==> config.mk <==
export PLATFORM = sky130hd
export DESIGN_NAME = pcie_tx_arbiter_flat
export DESIGN_NICKNAME = d
export VERILOG_FILES = /design/src/rtl/pcie_tx_arbiter_if.sv /design/src/rtl/pcie_tx_arbiter.sv /design/src/flat_wrapper.sv
export SDC_FILE = /design/constraint.sdc
export NUM_CORES = 1
export LEC_CHECK = 0
export CORE_ASPECT_RATIO = 1.25
export CORE_MARGIN = 2
export CORE_UTILIZATION = 35
export CTS_CLUSTER_DIAMETER = 60
export DETAILED_ROUTE_END_ITERATION = 12
export GPL_TIMING_DRIVEN = 0
export PLACE_DENSITY_LB_ADDON = 0.3
export REMOVE_ABC_BUFFERS = 1
export SYNTH_ARGS = -nofsm -noshare
export SYNTH_HDL_FRONTEND = slang
export SYNTH_SLANG_ARGS = --single-unit
==> constraint.sdc <==
create_clock -name clk -period 4.3 [get_ports clk]
set_clock_uncertainty 0.15 [all_clocks]
set_input_delay 0.43 -clock clk [delete_from_list [all_inputs] [get_ports clk]]
set_output_delay 0.43 -clock clk [all_outputs]
set_load 0.005 [all_outputs]
==> src/rtl/pcie_tx_arbiter_if.sv <==
// rtl/pcie_tx_arbiter_if.sv - requester-side and core-side TX stream bundle for the arbiter
// master drives the requester streams and core tready; slave is the arbiter.
interface pcie_tx_arbiter_if;
  logic [95:0] i_req_tdata;
  logic [11:0] i_req_tkeep;
  logic [11:0] i_req_tuser;
  logic [2:0]  i_req_tlast;
  logic [2:0]  i_req_tvalid;
  logic [2:0]  o_req_tready;
  logic [31:0] s_axis_tx_tdata;
  logic [3:0]  s_axis_tx_tkeep;
  logic [3:0]  s_axis_tx_tuser;
  logic        s_axis_tx_tlast;
  logic        s_axis_tx_tvalid;
  logic        s_axis_tx_tready;

  modport master (
    output i_req_tdata, i_req_tkeep, i_req_tuser, i_req_tlast, i_req_tvalid,
    output s_axis_tx_tready,
    input  o_req_tready,
    input  s_axis_tx_tdata, s_axis_tx_tkeep, s_axis_tx_tuser, s_axis_tx_tlast, s_axis_tx_tvalid
  );

  modport slave (
    input  i_req_tdata, i_req_tkeep, i_req_tuser, i_req_tlast, i_req_tvalid,
    input  s_axis_tx_tready,
    output o_req_tready,
    output s_axis_tx_tdata, s_axis_tx_tkeep, s_axis_tx_tuser, s_axis_tx_tlast, s_axis_tx_tvalid
  );
endinterface

==> src/rtl/pcie_tx_arbiter.sv <==
// rtl/pcie_tx_arbiter.sv - packet-granular round-robin arbiter for the PCIe core TX stream
// Three requesters share one core port; config-TLP requests are granted between packets.
module pcie_tx_arbiter #(
  parameter int BUF_AV_MIN = 2
) (
  input  logic              clk,
  input  logic              rst,
  input  logic              user_lnk_up,
  input  logic [5:0]        tx_buf_av,
  input  logic              tx_err_drop,
  input  logic              tx_cfg_req,
  output logic              tx_cfg_gnt,
  pcie_tx_arbiter_if.slave  bus,
  output logic [2:0]        o_grant,
  output logic              o_abort,
  output logic [15:0]       o_pkt_count,
  output logic [7:0]        o_drop_count
);

  typedef enum logic [1:0] {IDLE, CFG, XFER} state_t;

  state_t     state, next_state;
  logic [1:0] last_grant;
  logic [1:0] gidx;
  logic [1:0] c0, c1, c2;
  logic [1:0] pick;
  logic       can_start;
  logic       xfer_beat;

  // Search order starts just after the last served requester.
  always_comb begin
    case (last_grant)
      2'd0:    {c0, c1, c2} = {2'd1, 2'd2, 2'd0};
      2'd1:    {c0, c1, c2} = {2'd2, 2'd0, 2'd1};
      default: {c0, c1, c2} = {2'd0, 2'd1, 2'd2};
    endcase
    pick = bus.i_req_tvalid[c0] ? c0 : (bus.i_req_tvalid[c1] ? c1 : c2);
  end

  always_comb begin
    gidx = 2'd0;
    if (o_grant[1]) gidx = 2'd1;
    if (o_grant[2]) gidx = 2'd2;
  end

  assign can_start = user_lnk_up && (tx_buf_av >= 6'(BUF_AV_MIN)) && (|bus.i_req_tvalid);
  assign xfer_beat = bus.s_axis_tx_tvalid && bus.s_axis_tx_tready;

  always_ff @(posedge clk or posedge rst) begin
    if (rst) state <= IDLE;
    else     state <= next_state;
  end

  always_comb begin
    next_state = state;
    case (state)
      IDLE: begin
        if (tx_cfg_req)     next_state = CFG;
        else if (can_start) next_state = XFER;
      end
      CFG:  if (!tx_cfg_req) next_state = IDLE;
      XFER: begin
        if (!user_lnk_up)                           next_state = IDLE;
        else if (xfer_beat && bus.s_axis_tx_tlast)  next_state = IDLE;
      end
      default: next_state = IDLE;
    endcase
  end

  // Datapath mux: only the granted requester sees the core's tready.
  always_comb begin
    bus.s_axis_tx_tdata  = '0;
    bus.s_axis_tx_tkeep  = '0;
    bus.s_axis_tx_tuser  = '0;
    bus.s_axis_tx_tlast  = 1'b0;
    bus.s_axis_tx_tvalid = 1'b0;
    bus.o_req_tready     = '0;
    if (state == XFER) begin
      for (int r = 0; r < 3; r++) begin
        if (o_grant[r]) begin
          bus.s_axis_tx_tdata  = bus.i_req_tdata[32*r +: 32];
          bus.s_axis_tx_tkeep  = bus.i_req_tkeep[4*r +: 4];
          bus.s_axis_tx_tuser  = bus.i_req_tuser[4*r +: 4];
          bus.s_axis_tx_tlast  = bus.i_req_tlast[r];
          bus.s_axis_tx_tvalid = bus.i_req_tvalid[r];
          bus.o_req_tready[r]  = bus.s_axis_tx_tready;
        end
      end
    end
  end

  always_ff @(posedge clk or posedge rst) begin
    if (rst) begin
      o_grant      <= 3'b000;
      last_grant   <= 2'd2;
      tx_cfg_gnt   <= 1'b0;
      o_abort      <= 1'b0;
      o_pkt_count  <= 16'd0;
      o_drop_count <= 8'd0;
    end else begin
      o_abort    <= 1'b0;
      tx_cfg_gnt <= (next_state == CFG);
      case (state)
        IDLE: if (next_state == XFER) o_grant <= 3'b001 << pick;
        XFER: begin
          // An aborted requester is treated as served so it loses its turn.
          if (!user_lnk_up) begin
            o_grant    <= 3'b000;
            last_grant <= gidx;
            o_abort    <= 1'b1;
          end else if (xfer_beat && bus.s_axis_tx_tlast) begin
            o_grant     <= 3'b000;
            last_grant  <= gidx;
            o_pkt_count <= o_pkt_count + 16'd1;
          end
        end
        default: ;
      endcase
      if (tx_err_drop && (o_drop_count != 8'hFF))
        o_drop_count <= o_drop_count + 8'd1;
    end
  end

endmodule
==> src/flat_wrapper.sv <==
// flat-port wrapper written by rule: the top's interface ports become plain ports
module pcie_tx_arbiter_flat 
#(
  parameter int BUF_AV_MIN = 2
)
  (clk, rst, user_lnk_up, tx_buf_av, tx_err_drop, tx_cfg_req, tx_cfg_gnt, o_grant, o_abort, o_pkt_count, o_drop_count, bus_i_req_tdata, bus_i_req_tkeep, bus_i_req_tuser, bus_i_req_tlast, bus_i_req_tvalid, bus_s_axis_tx_tready, bus_o_req_tready, bus_s_axis_tx_tdata, bus_s_axis_tx_tkeep, bus_s_axis_tx_tuser, bus_s_axis_tx_tlast, bus_s_axis_tx_tvalid);
  pcie_tx_arbiter_if bus_i ();
  input  logic clk;
  input  logic rst;
  input  logic user_lnk_up;
  input  logic [5:0] tx_buf_av;
  input  logic tx_err_drop;
  input  logic tx_cfg_req;
  output logic tx_cfg_gnt;
  output logic [2:0] o_grant;
  output logic o_abort;
  output logic [15:0] o_pkt_count;
  output logic [7:0] o_drop_count;
  input wire logic [$bits(bus_i.i_req_tdata)-1:0] bus_i_req_tdata;
  input wire logic [$bits(bus_i.i_req_tkeep)-1:0] bus_i_req_tkeep;
  input wire logic [$bits(bus_i.i_req_tuser)-1:0] bus_i_req_tuser;
  input wire logic [$bits(bus_i.i_req_tlast)-1:0] bus_i_req_tlast;
  input wire logic [$bits(bus_i.i_req_tvalid)-1:0] bus_i_req_tvalid;
  input wire logic [$bits(bus_i.s_axis_tx_tready)-1:0] bus_s_axis_tx_tready;
  output wire logic [$bits(bus_i.o_req_tready)-1:0] bus_o_req_tready;
  output wire logic [$bits(bus_i.s_axis_tx_tdata)-1:0] bus_s_axis_tx_tdata;
  output wire logic [$bits(bus_i.s_axis_tx_tkeep)-1:0] bus_s_axis_tx_tkeep;
  output wire logic [$bits(bus_i.s_axis_tx_tuser)-1:0] bus_s_axis_tx_tuser;
  output wire logic [$bits(bus_i.s_axis_tx_tlast)-1:0] bus_s_axis_tx_tlast;
  output wire logic [$bits(bus_i.s_axis_tx_tvalid)-1:0] bus_s_axis_tx_tvalid;
  assign bus_i.i_req_tdata = bus_i_req_tdata;
  assign bus_i.i_req_tkeep = bus_i_req_tkeep;
  assign bus_i.i_req_tuser = bus_i_req_tuser;
  assign bus_i.i_req_tlast = bus_i_req_tlast;
  assign bus_i.i_req_tvalid = bus_i_req_tvalid;
  assign bus_i.s_axis_tx_tready = bus_s_axis_tx_tready;
  assign bus_o_req_tready = bus_i.o_req_tready;
  assign bus_s_axis_tx_tdata = bus_i.s_axis_tx_tdata;
  assign bus_s_axis_tx_tkeep = bus_i.s_axis_tx_tkeep;
  assign bus_s_axis_tx_tuser = bus_i.s_axis_tx_tuser;
  assign bus_s_axis_tx_tlast = bus_i.s_axis_tx_tlast;
  assign bus_s_axis_tx_tvalid = bus_i.s_axis_tx_tvalid;
  pcie_tx_arbiter #(.BUF_AV_MIN(BUF_AV_MIN)) u_core (.clk(clk), .rst(rst), .user_lnk_up(user_lnk_up), .tx_buf_av(tx_buf_av), .tx_err_drop(tx_err_drop), .tx_cfg_req(tx_cfg_req), .tx_cfg_gnt(tx_cfg_gnt), .bus(bus_i), .o_grant(o_grant), .o_abort(o_abort), .o_pkt_count(o_pkt_count), .o_drop_count(o_drop_count));
endmodule
After elaboration in Yosys (flattened, before gate mapping)
Cells that the tools add are included.
W data, S select, Z words.
Word-level totals
  bits in latches: 0
  output and inout bits: 74
  memories: 0
  memory bits (writable): 0
  memory bits (read-only): 0
  register bits: 33
  input port bits: 138
Operators by class
  multipliers: 0
  mux-type cells: 49
  bitwise gates (word level): 0
  eq/ne operators: 9
  div/mod/pow operators: 0
  add/subtract/negate cells: 2
  reductions and logical operators: 12
  order comparisons: 3
  shifts and indexed selects: 1
Operator list (number)
  $mux W32: 4
  $mux W4: 8
  $mux W2: 10
  $add A16 B1 Y16 const B: 1
  $mux W1: 16
  $mux W3: 4
  $pmux W2 S2: 3
  $add A8 B1 Y8 const B: 1
  $ne A8 B8 Y1 const B: 1
  $eq A2 B1 Y1 const B: 3
  $ge A6 B2 Y1 const B: 1
  $lt A2 B3 Y1 const B: 2
  $pmux W2 S3: 1
  $pmux W3 S2: 1
  $reduce_and A3 Y1: 2
  $logic_and A1 B1 Y1: 5
  $bmux W1 S2: 2
  $eq A2 B2 Y1 const B: 2
  $logic_not A2 Y1: 2
  $ne A2 B1 Y1 const B: 2
  $ne A3 B2 Y1 const B: 1
  $reduce_or A3 Y1: 1
  $shl A1 B2 Y3 const A: 1
  $reduce_and A2 Y1: 1
  $reduce_bool A2 Y1: 1

Logic depth before layout (Yosys ltp)
Gate-level depths: netlist of the first run.
  word-level depth: 12
  depth in mapped cells: 7
  depth with buffers taken out: 6

Least setup slack after synthesis of the first run
Ideal clock, no wire load.
  path type: register to register
  start: register u_core.o_grant[0]
  end: register u_core.last_grant[0]
  period minus slack after synthesis: 2.021 ns
  path buffers: 2
  data required time: 4.023 ns
  slack: 2.279 ns
  cell stages (with the launch flop): 8
  arrival: 1.743 ns
  setup time: 0.127 ns
  cell sequence: dfrtp_1 > nor2b_1 > clkbuf_1 > a221o_1 > and2_1 > buf_6 > nor2_4 > mux2_1
Between the ends
  longest elaborated chain between the ends: 8
Ends and longest elaborated chain
  start: declaration: RTL line pcie_tx_arbiter.sv:14  | output logic [2:0] o_grant,
  start signal: assignment: RTL line pcie_tx_arbiter.sv:104  | IDLE: if (next_state == XFER) o_grant <= 3'b001 << pick;
  $mux W1 (3 in a row): RTL line pcie_tx_arbiter.sv:80  | if (o_grant[r]) begin
  $mux W1: RTL line pcie_tx_arbiter.sv:78  | if (state == XFER) begin
  $logic_and A1 B1 Y1: RTL line pcie_tx_arbiter.sv:47  | assign xfer_beat = bus.s_axis_tx_tvalid && bus.s_axis_tx_tready;
  $logic_and A1 B1 Y1 (*): RTL line pcie_tx_arbiter.sv:111  | end else if (xfer_beat && bus.s_axis_tx_tlast) begin
  $ne A2 B1 Y1 (no line) (*)
  $reduce_and A2 Y1 (no line) (*)
  end signal: assignment: RTL line pcie_tx_arbiter.sv:109  | last_grant <= gidx;
  end signal: assignment: RTL line pcie_tx_arbiter.sv:113  | last_grant <= gidx;
  end: declaration: RTL line pcie_tx_arbiter.sv:23  | logic [1:0] last_grant;
Every way passes the cells marked *; elsewhere a longest branch is shown, timed or not.
A chain may end at the register's enable or synchronous reset.

Worst setup path in the final report of the first run
  start: register u_core.o_grant[1]
  end: output port bus_s_axis_tx_tkeep[0]
Between the ends
  longest elaborated chain between the ends: 3
Ends and longest elaborated chain
  $mux W4 (2 in a row): RTL line pcie_tx_arbiter.sv:80
  $mux W4: RTL line pcie_tx_arbiter.sv:78
  end: declaration: RTL line flat_wrapper.sv:27  | output wire logic [$bits(bus_i.s_axis_tx_tkeep)-1:0] bus_s_axis_tx_tkeep;
Every way passes these cells.

==> impl_metrics.ini, run 1 <==
[outcome]
status = complete, no violations

[final_layout]
final_cell_mix = 210 x clkdlybuf4s50_1, 91 x nor2_1, 42 x a21oi_1, 40 x a22oi_1, 30 x dfrtp_1
nNetsFinal = 667
area_growth_pct = 88.4
fin_util_pct = 68.4
mostFrequentLayoutCell = clkdlybuf4s50_1
diodes = 0
drive_gt1_share_pct = 4.17
fin_area_mm2 = 0.00477

[synthesis]
synth.distinct_cells = 40
synthXorXnorAreaFrac_pct = 7.60
muxShareOfSynthArea_pct = 1.93
synth_warnings = 0
mappedNetlistArea_mm2 = 0.00253
synth_top_family_by_area = simple AND/OR/NAND/NOR gates
yosys.area_share.adder_pct = 0.988
synth_compound_area_share_pct = 24.4
synth-simple-area-share_pct = 26.9
synth_cells = 335
ys.flop_type = dfrtp_1
async_flop_share_pct = 100
seq_area_frac_synth_pct = 32.6
synth_edf_count = 0
syn_area_per_cell_um2 = 7.56
synth_seq_cells = 33

[clock_network]
cts_tree = done
htreeDepth = 2
postCtsSetupRepairBufs = 0
cts_resized = 0
ctsLongestPathBuffers = 2
cts.hold.buffers_added = 0
clkLatencyLatePin_ns = 0.29
clock-sinks = 33
cts_buffers = 5
root_buffer = clkbuf_8
cts.reportedPaths.clkPinSlew_ns = 0.07

[die]
ios = 212
rows = 34
core_area_mm2 = 0.00698
die_w_um = 80.1
die-area_mm2 = 0.00794
start_util_pct = 36.3
die_height_um = 99.1

[grt]
grt_first_pass_wirelength_um = 14800
grt_max_degree = 59
grt-ovfl-total = 0
grt_usage_pct = 23.3
grt_pass1_vias = 3198
antenna_found_initial = 0

[detailed_routing]
drc_errors = 0
wirelength_um = 9490
drt-initial-drc-count = 88
firstDrtPassIters = 5
via_per_inst = 5.19
vias = 3208
drt.antenna.violating_nets = 0
wl_per_cell_um = 15.4

[pwr]
p_leak_nw = 1.88
vdd_drop_max_v = 0.000213
pwr_density_cell_mw_per_mm2 = 307
p_total_w = 0.00147

[sta]
relSlewSlack_pct = 30.7
min_period_ns = 3.61
setup_viol_count_final = 0
rsz0062_at_grt = no
worstMarginPinSlew_ns = 1.03
slew_violations = 0
setup_tns_ns = 0
min_period_over_period_pct = 84.0
hold_viol = 0
fmax_mhz = 277
fin_ws_ns = 0.689

[critical_path]
path_common_cell = nor2_1
crit_chain = nor2b_4 > a22oi_1 > nor2_1 > a21oi_1 > nor2_1 > clkdlybuf4s50_1
crit_fanout = 48
crit_type = reg -> out
start_kind = flop
critPathRequiredTime_ns = 3.72
critPathBufInv = 1
cp_slowest_cell = nor2b_4
end_kind = output pin
slowest_delay_ns = 0.90
critPathArrivalTime_ns = 3.03
crit_family = simple AND/OR/NAND/NOR gates

[placed_design]
portBuffers = 210
dp_slack_ns = 0.951
dp_hpwl_um = 7440
gp_congestion = 0.761
placed_cell_area_mm2 = 0.00466

[flow_run]
maxCapViolCount = 0

[worst_hold_path]
hp-class = in -> async
## cell families (layout without fill, tap and decap cells)
logic type      count (synthesis)  in the layout
mux                             4              4
buf+inv                        32            225
simple gates                  148            148
compound gates                 94             94
flops                          33             33
fa+ha+maj                       2              2
xor+xnor                       22             22
## worst paths after layout
check | startpoint | end | slack, ns | cells after the start
hold reg to reg | u_core.o_pkt_count[15] | u_core.o_pkt_count[15] | 0.33 | 1
hold / removal | rst | u_core.o_pkt_count[12] | 0.24 | 2
max in group asynchronous | rst | u_core.last_grant[1] | 3.25 | 3
min in group clk | u_core.o_pkt_count[15] | u_core.o_pkt_count[15] | 0.33 | 1
setup reg to reg | u_core.o_grant[1] | u_core.o_pkt_count[1] | 1.23 | 5
setup / recovery | u_core.o_grant[1] | bus_s_axis_tx_tkeep[0] | 0.69 | 6
## synthesized netlist by cell type (all sizes together), types with 4 or more instances
cell | number | share of area (%)
mux2 | 4 | 1.9
dfrtp | 32 | 32
nor2b | 6 | 1.5
buf | 6 | 1.7
xor2 | 10 | 3.5
clkbuf | 21 | 3.1
nand4 | 4 | 0.99
xnor2 | 12 | 4.1
o2bb2ai | 4 | 1.6
a21oi | 42 | 8.3
nand3 | 9 | 1.8
a22oi | 40 | 12
nor2 | 92 | 14
nand2b | 4 | 0.99
inv | 5 | 0.74
and3 | 7 | 1.7
nand2 | 13 | 2.0
nor3 | 5 | 0.99
## cell type report
type	count	area, um2
Fill cell	596	2200
Timing Repair Buffer	212	2150
Multi-Input combinational cell	270	1580
Sequential cell	33	830
Tap cell	90	113
Clock buffer	5	68.8
Inverter	5	18.8
Clock inverter	3	17.5
## worst register-to-register path, stage by stage (launching register included)
cell	delay [ns]
dfrtp_2	0.73
nor2b_4	0.90
a221o_1	0.38
and2_1	0.36
nand2_2	0.13
mux2_4	0.31
## stage by stage
stage / hold WS, ns / cells
floorplan: 0.315 / 308
global placement: 0.304 / 608
detailed placement: 0.325 / 609
CTS: 0.335 / 617
global route: 0.288 / 618
finish: 0.242 / 618
## layer usage
layer | track usage [%] | share of wire, %
met5 | 0 | 0
met4 | 9.26 | 3.4
met3 | 6.26 | 8.8
met2 | 41.2 | 51
met1 | 26.1 | 37
## sequential cells by signal (all words and copies together) (netlist names)
| signal | count |
|---|---|
| u_core.last_grant | 2 |
| u_core.o_abort | 1 |
| u_core.o_drop_count | 8 |
| u_core.o_grant | 3 |
| u_core.o_pkt_count | 16 |
| u_core.state | 2 |
| u_core.tx_cfg_gnt | 1 |
## power breakdown
group	total (W)	internal (W)	leakage (nW)	switching [W]
combinational	0.000737	0.000421	1.41	0.000316
clock	0.000228	0.000111	0.0439	0.000116
sequential	0.000500	0.000369	0.429	0.000132
total	0.00147	0.000901	1.88	0.000564
No activity file was read; power rests on OpenSTA's default activity.
==> run 2: changes to the inputs <==
--- a/config.mk
+++ b/config.mk
@@ -7,7 +7,7 @@
 export LEC_CHECK = 0
 export CORE_ASPECT_RATIO = 1.25
 export CORE_MARGIN = 2
-export CORE_UTILIZATION = 35
+export CORE_UTILIZATION = 30
 export CTS_CLUSTER_DIAMETER = 60
 export DETAILED_ROUTE_END_ITERATION = 12
 export GPL_TIMING_DRIVEN = 0
==> constraint.sdc (replaced) <==
create_clock -name clk -period 3 [get_ports clk]
set_clock_uncertainty 0.15 [all_clocks]
set_input_delay 0.3 -clock clk [delete_from_list [all_inputs] [get_ports clk]]
set_output_delay 0.3 -clock clk [all_outputs]
set_load 0.005 [all_outputs]
==> impl_metrics.ini, run 2 (same netlist as run 1, synthesis figures left out) <==
[outcome]
status = complete, no violations

[grt]
grt-ovfl-total = 0
grt_usage_pct = 21.3
grt_max_degree = 49
antenna_found_initial = 1
grt_first_pass_wirelength_um = 15600
grt_pass1_vias = 3251

[sta]
relSlewSlack_pct = 27.1
rsz0062_at_grt = no
fmax_mhz = 348
setup_viol_count_final = 0
slew_violations = 0
min_period_ns = 2.87
min_period_over_period_pct = 95.8
hold_viol = 0
fin_ws_ns = 0.126
worstMarginPinSlew_ns = 1.08

[detailed_routing]
vias = 3264
via_per_inst = 5.20
drt-initial-drc-count = 115
drt.antenna.violating_nets = 0
wl_met2_um = 5090
firstDrtPassIters = 4
met3_length_um = 1070
top_layer_used = met5
met1Wirelength_um = 3880
wirelength_um = 10300
drc_errors = 0
wl_per_cell_um = 16.4

[clock_network]
cts.hold.buffers_added = 0
clock-sinks = 33
cts.reportedPaths.clkPinSlew_ns = 0.07
htreeDepth = 2
cts_buffers = 5
cts_tree = done
clkLatencyLatePin_ns = 0.29
ctsLongestPathBuffers = 2
root_buffer = clkbuf_8

[critical_path]
crit_chain = buf_12 > a221o_1 > and3_1 > clkdlybuf4s50_1
start_kind = flop
cp_slowest_cell = dfrtp_2
critPathArrivalTime_ns = 2.42
end_kind = output pin
crit_type = reg -> out
crit_fanout = 47
slowest_delay_ns = 0.87
critPathBufInv = 2
critPathRequiredTime_ns = 2.55
crit_family = flip-flops

[placed_design]
dp_hpwl_um = 7670
gp_congestion = 0.809
placed_cell_area_mm2 = 0.00469
portBuffers = 210
dp_slack_ns = 0.180

[final_layout]
final_cell_mix = 210 x clkdlybuf4s50_1, 91 x nor2_1, 42 x a21oi_1, 40 x a22oi_1, 30 x dfrtp_1
regMostFlops = u_core.o_pkt_count
fin_area_mm2 = 0.00484
drive_gt1_share_pct = 4.71
largest_reg_flops = 16
diodes = 0
mostFrequentLayoutCell = clkdlybuf4s50_1
largest_registers = u_core.o_pkt_count: 16 flops, u_core.o_drop_count: 8 flops, u_core.o_grant: 3 flops
fin_util_pct = 58.8
nNetsFinal = 670
area_growth_pct = 91.2

[die]
die-area_mm2 = 0.00920
rows = 37
die_height_um = 107
start_util_pct = 30.7
die_w_um = 86.2
core_area_mm2 = 0.00824
ios = 212

[pwr]
p_total_w = 0.00219
p_leak_nw = 1.90
pwr_density_cell_mw_per_mm2 = 452
vdd_drop_max_v = 0.000268

[flow_run]
maxCapViolCount = 0

[worst_hold_path]
hp-class = in -> async
[run 2: cell count changes in the layout (fill, tap and decap cells not counted), sizes merged]
cell / before / now
buf: 2 / 5
[run 2: what timing repair did]
| action | CTS | global route |
|---|---|---|
| pin swaps | 0 | 0 |
| resized for setup | 1 | 0 |
| setup buffers | 0 | 2 |
| setup endpoints to repair | 19 | 15 |
[run 2: worst paths after layout]
kind | slack (ns) | depth (start not counted) | to | startpoint
setup / recovery | 0.13 | 4 | bus_s_axis_tx_tlast | u_core.o_grant[2]
hold / removal | 0.15 | 2 | u_core.o_drop_count[4] | rst
setup reg to reg | 0.38 | 5 | u_core.o_pkt_count[1] | u_core.o_grant[2]
hold reg to reg | 0.34 | 1 | u_core.o_drop_count[5] | u_core.o_drop_count[5]
max in group asynchronous | 2.10 | 3 | u_core.o_grant[1] | rst
min in group clk | 0.34 | 1 | u_core.o_drop_count[5] | u_core.o_drop_count[5]
[run 2: metal layers]
| metal | global-route usage [%] | up-vias |
|---|---|---|
| li1 | - | 1567 |
| met1 | 23.2 | 1499 |
| met2 | 37.8 | 178 |
| met3 | 7.24 | 18 |
| met4 | 7.81 | 2 |
| met5 | 0 | - |
[run 2: worst reg2reg max path: cells and delay by family, from the launching register on]
kind / cells / cell delay, ns
muxes: 1 / 0.31
DFF: 1 / 0.87
and+or+nand+nor: 2 / 0.56
AOI/OAI and AO/OA: 2 / 0.62
[run 2: final cells by class]
class,count,area (um2)
fill,736,3400
timing repair buffer,215,2210
multi-input combinational,270,1580
sequential,33,832
tap,97,121
clock buffer,5,68.8
inverter,5,18.8
clock inverter,3,17.5
[run 2: report_power, final]
| part | switching (W) | internal (W) | leakage (nW) | total, W |
|---|---|---|---|---|
| clock network | 0.000173 | 0.000160 | 0.0439 | 0.000333 |
| registers | 0.000163 | 0.000532 | 0.429 | 0.000695 |
| logic | 0.000513 | 0.000651 | 1.43 | 0.00116 |
| total | 0.000849 | 0.00134 | 1.90 | 0.00219 |
[run 2: stage by stage]
step           instances  hold WS (ns)  TNS (ns)
2_1_floorplan        308         0.257    -19.71
3_3_place_gp         615         0.331   -132.07
3_5_place_dp         617         0.338         0
4_1_cts              625         0.349         0
5_1_grt              628         0.180         0
6_report             628         0.147         0
==> run 3: changes to the inputs <==
--- a/config.mk
+++ b/config.mk
@@ -5,9 +5,10 @@
 export SDC_FILE = /design/constraint.sdc
 export NUM_CORES = 1
 export LEC_CHECK = 0
+export ABC_AREA = 1
 export CORE_ASPECT_RATIO = 1.25
 export CORE_MARGIN = 2
-export CORE_UTILIZATION = 30
+export CORE_UTILIZATION = 31
 export CTS_CLUSTER_DIAMETER = 60
 export DETAILED_ROUTE_END_ITERATION = 12
 export GPL_TIMING_DRIVEN = 0
==> constraint.sdc (replaced) <==
create_clock -name clk -period 2.3 [get_ports clk]
set_clock_uncertainty 0.15 [all_clocks]
set_input_delay 0.23 -clock clk [delete_from_list [all_inputs] [get_ports clk]]
set_output_delay 0.23 -clock clk [all_outputs]
set_load 0.005 [all_outputs]
==> impl_metrics.ini, run 3 <==
[detailed_routing]
firstDrtPassIters = 5
drc_errors = 0
drt.antenna.violating_nets = 0
wl_per_cell_um = 16.3
via_per_inst = 5.02
drt-initial-drc-count = 163
wirelength_um = 12900
vias = 3964

[synthesis]
ys.flop_type = dfrtp_1
synth-simple-area-share_pct = 42.2
synthDominantCellAreaShare_pct = 28.9
synth_top_family_by_area = simple AND/OR/NAND/NOR gates
synth_compound_area_share_pct = 12.6
synthXorXnorAreaFrac_pct = 6.00
async_flop_share_pct = 100
seq_area_frac_synth_pct = 29.8
synth.distinct_cells = 30
synth_cells = 444
muxShareOfSynthArea_pct = 0
syn_area_per_cell_um2 = 6.25
synth_warnings = 0
yosysMostFrequentCell = nand2_1
synth_area_leader_cell = dfrtp_1
yosys-top-cells-count = 157 x nand2_1, 61 x nand3_1, 40 x a31oi_1, 39 x nor2_1, 32 x dfrtp_1
mappedNetlistArea_mm2 = 0.00278
synth_edf_count = 0
yosys.area_share.adder_pct = 0.902
synth_seq_cells = 33
synth.area.top_cells = dfrtp_1 29%, nand2_1 21%, nand3_1 11%

[critical_path]
crit_fanout = 19
r2r.worst_path.cells = 11
critPathArrivalTime_ns = 1.87
critPathRequiredTime_ns = 1.92
start_kind = flop
end_kind = output pin
crit_type = reg -> out

[final_layout]
fillCellCount = 793
fin_util_pct = 63.2
mostFrequentLayoutCell = clkdlybuf4s50_1
nNetsFinal = 808
seq_area_um2 = 833
diodes = 0
multi_input_area_mm2 = 0.00179
area_growth_pct = 98.3
largest_reg_flops = 16
regMostFlops = u_core.o_pkt_count
drive_gt1_share_pct = 9.42
largest_registers = u_core.o_pkt_count: 16 flops, u_core.o_drop_count: 8 flops, u_core.o_grant: 3 flops
final_cell_mix = 168 x clkdlybuf4s50_1, 154 x nand2_1, 61 x nand3_1, 39 x a31oi_1, 38 x nor2_1

[pwr]
pwr_density_cell_mw_per_mm2 = 714
vdd_drop_max_v = 0.000384
p_total_w = 0.00393
p_leak_nw = 2.46

[clock_network]
cts_buffers = 5
root_buffer = clkbuf_8
cts.reportedPaths.clkPinSlew_ns = 0.07
clock-sinks = 33
clkLatencyLatePin_ns = 0.30
htreeDepth = 2
ctsLongestPathBuffers = 2
cts_tree = done
cts.hold.buffers_added = 0

[grt]
grt-ovfl-total = 0
grt_pass1_vias = 3915
grt_first_pass_wirelength_um = 18700
grt_max_degree = 45
grt_usage_pct = 25.0
antenna_found_initial = 0

[sta]
relSlewSlack_pct = 53.1
fmax_mhz = 445
worstMarginPinSlew_ns = 0.702
setup_tns_ns = 0
min_period_over_period_pct = 97.7
slew_violations = 0
fin_ws_ns = 0.0526
setup_viol_count_final = 0
hold_viol = 0
min_period_ns = 2.25

[flow_run]
maxCapViolCount = 0

[placed_design]
gp_congestion = 0.889
dp_hpwl_um = 8460
dp_slack_ns = -0.824
portBuffers = 210

[die]
die-area_mm2 = 0.00973
die_height_um = 110
die_w_um = 88.6
core_area_mm2 = 0.00870
rows = 38
start_util_pct = 31.9
ios = 212

[worst_hold_path]
hp-class = in -> async

[outcome]
status = complete, no violations
run 3: changes by cell type in the layout (fill, tap and decap cells not counted), moves of 40 or more:
| cell | change |
|---|---|
| a22oi_1 | -40 |
| nor2_1 | -53 |
| a21oi_1 | -40 |
| nand2_1 | +142 |
| nand3_1 | +52 |
| clkdlybuf4s50_1 | -42 |
run 3: through the flow:
stage          std cells  instance area [um2]  hold slack, ns
4_1_cts              783                 5390           0.348
3_3_place_gp         749                 4910           0.319
2_1_floorplan        419                 2650           0.167
5_1_grt              789                 5500           0.294
6_report             789                 5500           0.212
3_5_place_dp         751                 4960           0.337
run 3: critical path, stage by stage, from the launching register on:
cell	delay (ns)
dfrtp_4	0.51
nor2_4	0.17
buf_4	0.14
buf_12	0.10
buf_16	0.15
nand2_1	0.06
a31oi_1	0.19
clkdlybuf4s15_1	0.24
run 3: area by class of cell:
class                      count  share of cell area [%]
timing repair buffer         237                    45.0
multi-input combinational    360                    32.5
sequential                    33                    15.1
tap                          120                    2.73
inverter                      29                    2.30
clock buffer                   7                    1.75
timing repair inverter         2                   0.455
clock inverter                 1                  0.0910
run 3: timing repair:
action	4_1_cts	5_1_grt
resized for setup	54	27
gates cloned	7	2
buffers inserted	17	4
pin swaps	6	5
endpoints found under the setup margin	66	14
run 3: layer usage:
layer	up-vias	track usage, %	wire (um)
li1	1918	-	-
met1	1840	26.3	4830
met2	186	46.5	6740
met3	20	6.76	1050
met4	0	9.09	278
met5	-	0	0
run 3: worst paths after layout:
check                                          end  slack [ns]              startpoint
setup / recovery           bus_s_axis_tx_tdata[20]        0.05       u_core.o_grant[2]
hold / removal              u_core.o_drop_count[4]        0.21                     rst
setup reg to reg            u_core.o_pkt_count[10]        0.24       u_core.o_grant[2]
hold reg to reg             u_core.o_drop_count[4]        0.35  u_core.o_drop_count[4]
max in group asynchronous        u_core.o_grant[2]        1.27                     rst
min in group clk            u_core.o_drop_count[4]        0.35  u_core.o_drop_count[4]
run 3: logic make-up (layout without fill, tap and decap cells):
family / Yosys count / after routing
simple gates: 276 / 279
flops: 33 / 33
fa+ha+maj: 2 / 2
xor+xnor: 19 / 19
buf+inv: 54 / 276
compound gates: 60 / 60
run 3: power by group:
| group | internal, W | switching (W) | leakage (nW) | total, W |
|---|---|---|---|---|
| Combinational | 0.00128 | 0.00134 | 2.01 | 0.00261 |
| Clock | 0.000270 | 0.000221 | 0.0542 | 0.000491 |
| Sequential | 0.000698 | 0.000129 | 0.397 | 0.000827 |
==> edit: new RTL, config.mk and constraints of run 2 <==
Register the output `o_pkt_count` once more, without a reset; this adds one clock of latency there. The other outputs are not delayed to match.
--- a/src/rtl/pcie_tx_arbiter.sv
+++ b/src/rtl/pcie_tx_arbiter.sv
@@ -18,6 +18,8 @@
 );
 
   typedef enum logic [1:0] {IDLE, CFG, XFER} state_t;
+
+  logic [15:0] o_pkt_count_s0;
 
   state_t     state, next_state;
   logic [1:0] last_grant;
@@ -95,7 +97,7 @@
       last_grant   <= 2'd2;
       tx_cfg_gnt   <= 1'b0;
       o_abort      <= 1'b0;
-      o_pkt_count  <= 16'd0;
+      o_pkt_count_s0 <= 16'd0;
       o_drop_count <= 8'd0;
     end else begin
       o_abort    <= 1'b0;
@@ -111,7 +113,7 @@
           end else if (xfer_beat && bus.s_axis_tx_tlast) begin
             o_grant     <= 3'b000;
             last_grant  <= gidx;
-            o_pkt_count <= o_pkt_count + 16'd1;
+            o_pkt_count_s0 <= o_pkt_count_s0 + 16'd1;
           end
         end
         default: ;
@@ -121,4 +123,8 @@
     end
   end
 
+  always_ff @(posedge clk) begin
+    o_pkt_count <= o_pkt_count_s0;
+  end
+
 endmodule
Check against the original RTL: not equivalent (a bounded check fails within 4 cycles, from zero or initial values and one cycle with rst high).
==> edit against run 2 <==
Power increased by 20%; worst setup slack improved by 0.048 ns; sequential share of layout area increased by 4.7 points; first-iteration DRC count increased by 17%; synthesized cell count increased by 4.2%; die area increased by 13%; sequential cell count increased by 16; fmax increased by 1.7%; final area increased by 8.6%; count of clock-buffer cells in the layout increased by 2; routed wire length increased by 2.1%; synthesized area increased by 13%.
==> edit: results (changes against run 2) <==
| Metric | Value |
|---|---|
| Reg-to-Reg End | u_core.o_pkt_count_s0[1] |
| Top Metal Used | met4 |
| Design Power | 2620 uW (+20%) |
| Crit path from | u_core.o_grant[1] |
| Status | finished, final reports clean |
| Top cells by count, synth | 84 x nor2_1, 44 x a21oi_1, 40 x a22oi_1 |
| Antenna violations before repair | 0 (-1) |
| HPWL after DPL | 8020 um (+4.5%) |
| DR vias/cell | 5.00 (-3.8%) |
| Initial DRC count | 135 (+17%) |
| Largest cells by area after synthesis | dfrtp_1 28%, dfxtp_1 11%, nor2_1 11% |
| Crit path max fanout | 40 (-15%) |
| Worst vdd ir | 0.298 mV (+11%) |
| Worst Setup EP | bus_s_axis_tx_tdata[11] |
| R2R Setup Slk | 0.61 ns (+0.23 ns) |
| Overall Global Routing Usage | 0.196 (-0.0166) |
| Reg power frac | 0.345 (+0.028) |
| Pre-CTS WS | 0.0899 ns (-0.0897 ns) |
| Routing usage on met2 | 0.368 (-0.00949) |
| M1 WL | 3820 um (-1.5%) |
| Worst path max stage delay | 0.60 ns (-0.27 ns) |
| Lkg Pwr | 0.00205 uW (+7.4%) |
| Final WS setup | 0.174 ns (+0.0475 ns) |
| Post-synth cell types | 43 (+7.5%) |
| Final GP Congestion | 0.795 (-1.7%) |
| Post-synth ARST share | 0.673 (-0.327) |
| GR Util met1 | 0.215 (-0.0171) |
| Fillers | 815 (+11%) |
| Avg WL per Cell | 15.7 um (-3.9%) |
| Nets | 683 (+1.9%) |
| Layout cells sized above 1 | 0.0441 (-0.00296) |
| Routed wl met2 | 5640 um (+11%) |
| Global-route wire length before repair | 16300 um (+4.2%) |
[edit: cell families after synthesis]
kind of cell / after synthesis / share of synthesized area
buffers and inverters: 32 / 0.0492
AOI/OAI and AO/OA: 96 / 0.224
adders and majority gates: 2 / 0.00871
and+or+nand+nor: 147 / 0.245
DFF: 49 / 0.399
muxes: 4 / 0.0157
xor gates and xnor gates: 19 / 0.0579
[edit: metrics by stage]
step	cell area, sq um	hold WS, ns	std cells	util	setup TNS (ns)
finish	5260	0.0967	667	0.570	0
global placement	5000	0.229	654	0.543	-142.94
detailed placement	5060	0.238	656	0.548	0
CTS	5230	0.251	665	0.567	0
global route	5260	0.105	667	0.570	0
floorplan	2750	0.216	321	-	-28.39
[edit: cell type report]
class / instances / share of cell area
Inverter: 4 / 0.00286
Clock inverter: 1 / 0.00143
Sequential cell: 49 / 0.219
Clock buffer: 7 / 0.0252
Timing Repair Buffer: 215 / 0.419
Tap cell: 123 / 0.0293
Multi-Input combinational cell: 268 / 0.303
